[src/rtl/rr_arbiter4.sv]
// Four-requester round-robin arbiter with registered one-hot grant and rotating priority pointer.
// Optional hold-time preemption is compiled in with the ARB_TIMEOUT_EN macro.
module rr_arbiter4 #(
  parameter int MAX_HOLD = 8
) (
  input  logic       clk,
  input  logic       rst_n,
  input  logic [3:0] req,
  input  logic       done,
  output logic [3:0] gnt,
  output logic [1:0] gntIdx,
  output logic       gntValid,
  output logic       timeout
);

  typedef enum logic {
    IDLE,
    GRANT
  } state_t;

  state_t     state, state_nxt;
  logic [1:0] ptr, ptr_nxt;
  logic [1:0] pick;
  logic [1:0] idx_nxt;
  logic [3:0] gnt_nxt;
  logic       valid_nxt;
  logic [7:0] hold_cnt, hold_nxt;
  logic       hit_limit;
  logic       release_now;
  logic       timeout_nxt;

  if (MAX_HOLD < 1 || MAX_HOLD > 255) begin : g_bad_max_hold
    $error("rr_arbiter4: MAX_HOLD must be in 1..255");
  end

`ifdef ARB_TIMEOUT_EN
  localparam logic [7:0] HOLD_LIMIT = 8'(MAX_HOLD);
  assign hit_limit = (state == GRANT) && (hold_cnt == HOLD_LIMIT);
`else
  assign hit_limit = 1'b0;
`endif

  // Scan from ptr upward; iterating the offsets high-to-low lets the nearest request win.
  always_comb begin
    pick = ptr;
    for (int k = 3; k >= 0; k--) begin
      if (req[ptr + 2'(k)]) pick = ptr + 2'(k);
    end
  end

  always_comb begin
    state_nxt   = state;
    ptr_nxt     = ptr;
    hold_nxt    = hold_cnt;
    idx_nxt     = gntIdx;
    gnt_nxt     = gnt;
    valid_nxt   = gntValid;
    timeout_nxt = 1'b0;
    release_now = 1'b0;
    case (state)
      IDLE: begin
        if (|req) begin
          state_nxt = GRANT;
          idx_nxt   = pick;
          gnt_nxt   = 4'b0001 << pick;
          valid_nxt = 1'b1;
          hold_nxt  = 8'd1;
        end
      end
      GRANT: begin
        release_now = done || !req[gntIdx] || hit_limit;
        if (release_now) begin
          state_nxt   = IDLE;
          idx_nxt     = 2'd0;
          gnt_nxt     = 4'b0000;
          valid_nxt   = 1'b0;
          ptr_nxt     = gntIdx + 2'd1;
          hold_nxt    = 8'd0;
          timeout_nxt = hit_limit;
        end else if (hold_cnt != 8'hFF) begin
          hold_nxt = hold_cnt + 8'd1;
        end
      end
      default: state_nxt = IDLE;
    endcase
  end

  always_ff @(posedge clk) begin
    if (!rst_n) begin
      state    <= IDLE;
      ptr      <= 2'd0;
      hold_cnt <= 8'd0;
      gnt      <= 4'b0000;
      gntIdx   <= 2'd0;
      gntValid <= 1'b0;
      timeout  <= 1'b0;
    end else begin
      state    <= state_nxt;
      ptr      <= ptr_nxt;
      hold_cnt <= hold_nxt;
      gnt      <= gnt_nxt;
      gntIdx   <= idx_nxt;
      gntValid <= valid_nxt;
      timeout  <= timeout_nxt;
    end
  end

endmodule
[config.mk]
export PLATFORM = sky130hd
export DESIGN_NAME = rr_arbiter4
export DESIGN_NICKNAME = d
export VERILOG_FILES = /design/src/rtl/rr_arbiter4.sv
export SDC_FILE = /design/constraint.sdc
export NUM_CORES = 1
export LEC_CHECK = 0
export CAP_MARGIN = 0
export CORE_MARGIN = 2
export CORE_UTILIZATION = 40
export CTS_BUF_LIST = sky130_fd_sc_hd__clkbuf_4 sky130_fd_sc_hd__clkbuf_8
export DETAILED_ROUTE_END_ITERATION = 16
export HOLD_SLACK_MARGIN = 0.06
export PLACE_DENSITY = 0.71
export SYNTH_ARGS = -nofsm -noshare
export SYNTH_HDL_FRONTEND = slang
export SYNTH_SLANG_ARGS = --single-unit
[constraint.sdc]
create_clock -name clk -period 3.35 [get_ports clk]
set_input_delay 0.5025 -clock clk [delete_from_list [all_inputs] [get_ports clk]]
set_output_delay 0.5025 -clock clk [all_outputs]
set_load 0.01 [all_outputs]
# Word-level counts from Yosys, hierarchy flattened
# Cells that the tools add are included.
# totals
inputBits	7
ff_bits	10
out_inout_bits	8
# op_classes
muxes	26
n_lt_le_gt_ge	5
n_eq_ne	2
shift	1
reduce_logical	5
n_bitwise	1
add_sub_neg	4
# op_table
cell	n
< comparator 2 x 3 -> 1 bit (second input constant)	5
2-to-1 mux 2 bit	6
binary-select mux 1 bit (select 2 bit)	5
2-to-1 mux 1 bit	9
2-to-1 mux 4 bit	2
case mux 4 bit (2 select lines)	1
adder 2 x 1 -> 2 bit (second input constant)	2
adder 2 bit (second input constant)	2
case mux 1 bit (2 select lines)	2
case mux 2 bit (2 select lines)	1
AND reduction 2 bit	2
OR reduction 4 bit	1
left shift 1 x 2 -> 4 bit (first input constant)	1
inequality test 2 x 1 -> 1 bit (second input constant)	1
inequality test 2 bit (second input constant)	1
zero test 1 bit	1
logical OR 1 bit	1
inverter 1 bit	1

# Longest topological paths before layout
# depth
ltp_word	10
ltp_mapped	6
depth_no_buf	5

# Least setup slack after synthesis
# Ideal clock, no wire load.
# synth_path
kind	in2reg
start	input req[3]
end	register gnt[0]
t_arrival_ns	1.451
setup_slack_ns	1.780
cell_stages	4
cell_sequence	mux4_2 > a31o_2 > a2bb2oi_1 > nor2_1
# synth_via
elab_chain_len	9
word_cells_on_any_way	23
cone_classes	eq/ne: 2; shift: 1; mux: 16; reduce/logical: 4
# synth_rtl
element	line	rtl
start, declared	8	input logic [3:0] req,
binary-select mux 1 bit (select 2 bit)	47	if (req[ptr + 2'(k)]) pick = ptr + 2'(k);
2-to-1 mux 1 bit (not written as such)	47	
2-to-1 mux 2 bit (4 in series)	47	
left shift 1 x 2 -> 4 bit	65	gnt_nxt = 4'b0001 << pick;
2-to-1 mux 4 bit	62	if (|req) begin
case mux 4 bit (2 select lines)	60	case (state)
end signal, assigned	101	gnt <= gnt_nxt;
end, declared	10	output logic [3:0] gnt,
# Parallel ways exist; a longest one is shown, timed or not. The select of a mux whose other input is x is not followed.
# A chain may end at the register's enable or synchronous reset.

# Worst setup path in the final report
# layout_path
start	input req[1]
end	register gnt[1]
# Same word-level chain as after synthesis.

==> impl_metrics.tcl <==
set metrics [dict create \
    status "finished, final reports clean" \
    slew_viol_final 0 \
    fin_tns_setup_ns 0 \
    period_share 0.576 \
    antenna_found_initial 0 \
    post-place-ws_ns 1.14 \
    crit_required_ns 3.51 \
    drt-wirelength-per-cell_um 12.3 \
    startpoint_type "primary input" \
    grt-ovfl-total 0 \
    hold_violations 0 \
    busiest_layer "met2" \
    rsz0062_at_grt "no" \
    start_util 0.419 \
    vias_per_cell 5.47 \
    firstDrtPassIters 4 \
    fin_crit_ns 1.93 \
    synth_top_area_share 0.376 \
    yosys.area.top_type "dfxtp_1" \
    final_nets 88 \
    synth_area_leaders "dfxtp_1 (38%), nor2_1 (8.5%), a21oi_1 (5.6%)" \
    path_class "in -> reg" \
    final_antenna_net_count 0 \
    path_clk_slew_ns 0.07 \
    layout_common_cells "clkdlybuf4s50_1 (13), nor2_1 (12), dfxtp_1 (10)" \
    arrival_ns 2.09 \
    track_usage 0.180 \
    endpoint_kind "register" \
    synth_cell_types 28 \
    dp_hpwl_um 887 \
    num_io_pins 15 \
    syn_inst 65 \
    syn_nets 72 \
    drc 0 \
    final_core_util 0.555 \
    syn_area_per_cell_sq_um 8.18 \
    postCtsSetupBuffers 0 \
    met1_usage 0.232 \
    die_h_um 40.5 \
    stdcell_area_sq_um 704 \
    synth_seq_cells 10 \
    fin_skew_ns 0.00185 \
    die_w_um 40.5 \
    via_count 520 \
    pwr_density_cell_mw_per_mm2 466 \
    setup_viol_count_final 0 \
    ctsHtreeMaxLevel 1 \
    dp.cells 91 \
    drive_above_1_share 0.100 \
    grt_max_degree 10 \
    area_growth_pct 32.5 \
    finalNonFillerCells 95 \
    cap_viol_max_count 0 \
    ys_warn_count 0 \
    ir_worst_vdd_mv 0.285 \
    drt-initial-drc-count 6 \
    grt_first_pass_wirelength_um 1880 \
    cts_sinks 10 \
    hold_class "reg -> reg" \
    ctsResizeCount 0 \
    rows 13 \
    cts_tree "built" \
    seq_area_frac_synth 0.376 \
    postPlaceCellArea_sq_um 668 \
    grt_pass1_vias 443 \
    core_area_sq_mm 0.00127 \
    root_buffer "clkbuf_4" \
    layout_commonest_cell "clkdlybuf4s50_1" \
    use_met2 0.254 \
    antenna_cells 0 \
    cts_hold_repair.buffers 0 \
    power_leakage_nw 0.263 \
    routed_wl_um 1170 \
    fin_hold_ws_ns 0.453 \
    cp_max_fo 7 \
    final.setup.worst_slack_ns 1.42 \
    port_buffers 13 \
    use_met3 0.100 \
    gp_congestion 0.839 \
    die_area_sq_mm 0.00164 \
    cts-buffers-inserted 3 \
    clk_path_buf_depth 2 \
    finalPower_mw 0.329 \
    synth_area_sq_um 532 \
    clock_latency_ns 0.27 \
    clock.fmax_ghz 0.518 \
]
final cells by class:
cell class,count,area (sq um)
tap,15,18.8
fill,122,564
clock buffer,4,36.3
timing repair buffer,13,130
inverter,3,11.3
multi-input combinational,50,308
sequential,10,200
kinds of logic after synthesis:
logic type	synth area share
flops	0.376
simple gates	0.221
xor+xnor	0.0165
mux	0.0423
other cells	0.00705
buf+inv	0.0447
compound gates	0.292
synth_stat cells:
library cell,instances
o31ai_1,1
a21boi_0,1
buf_4,1
a21boi_2,1
nor2b_1,4
a211oi_1,2
inv_1,3
o21ai_0,1
a21oi_1,6
mux4_2,1
a22oi_1,1
clkbuf_2,1
dfxtp_1,10
conb_1,1
nand3_1,3
a32oi_1,1
a2bb2oi_1,2
o221ai_1,1
a31o_2,1
o22ai_1,1
nor2_1,12
o21ai_1,2
and3b_1,1
o221a_2,1
nand4_1,1
nand2b_1,1
nand2_1,3
xnor2_1,1
where the power goes:
| group | internal [mW] | switching, mW | total [mW] |
|---|---|---|---|
| Sequential | 0.130 | 0.0118 | 0.141 |
| Clock | 0.0661 | 0.0432 | 0.109 |
| Combinational | 0.0412 | 0.0366 | 0.0778 |
| Total | 0.237 | 0.0916 | 0.329 |
routing by layer:
layer | routed length (um) | vias up
met5 | 0 | -
met4 | 6 | 0
met3 | 74 | 2
met2 | 539 | 12
met1 | 550 | 238
li1 | - | 268
critical path, stage by stage:
cell	delay, ns
clkdlybuf4s50_1	0.51
mux4_2	0.53
a31o_2	0.31
a32oi_1	0.17
nor2_1	0.06
registers in the layout, summed over array words and instances (netlist names):
| signal | count |
|---|---|
| gntIdx | 2 |
| state | 1 |
| ptr | 2 |
| gntValid | 1 |
| gnt | 4 |
worst paths after layout:
kind | start | to | slack, ns | cells after the start
min reg2reg | gnt[3] | gnt[3] | 0.45 | 2
max reg2reg | gntIdx[1] | gnt[1] | 1.70 | 4
max | req[1] | gnt[1] | 1.42 | 5
min | gnt[3] | gnt[3] | 0.45 | 2
(Power assumes the default switching activity.)
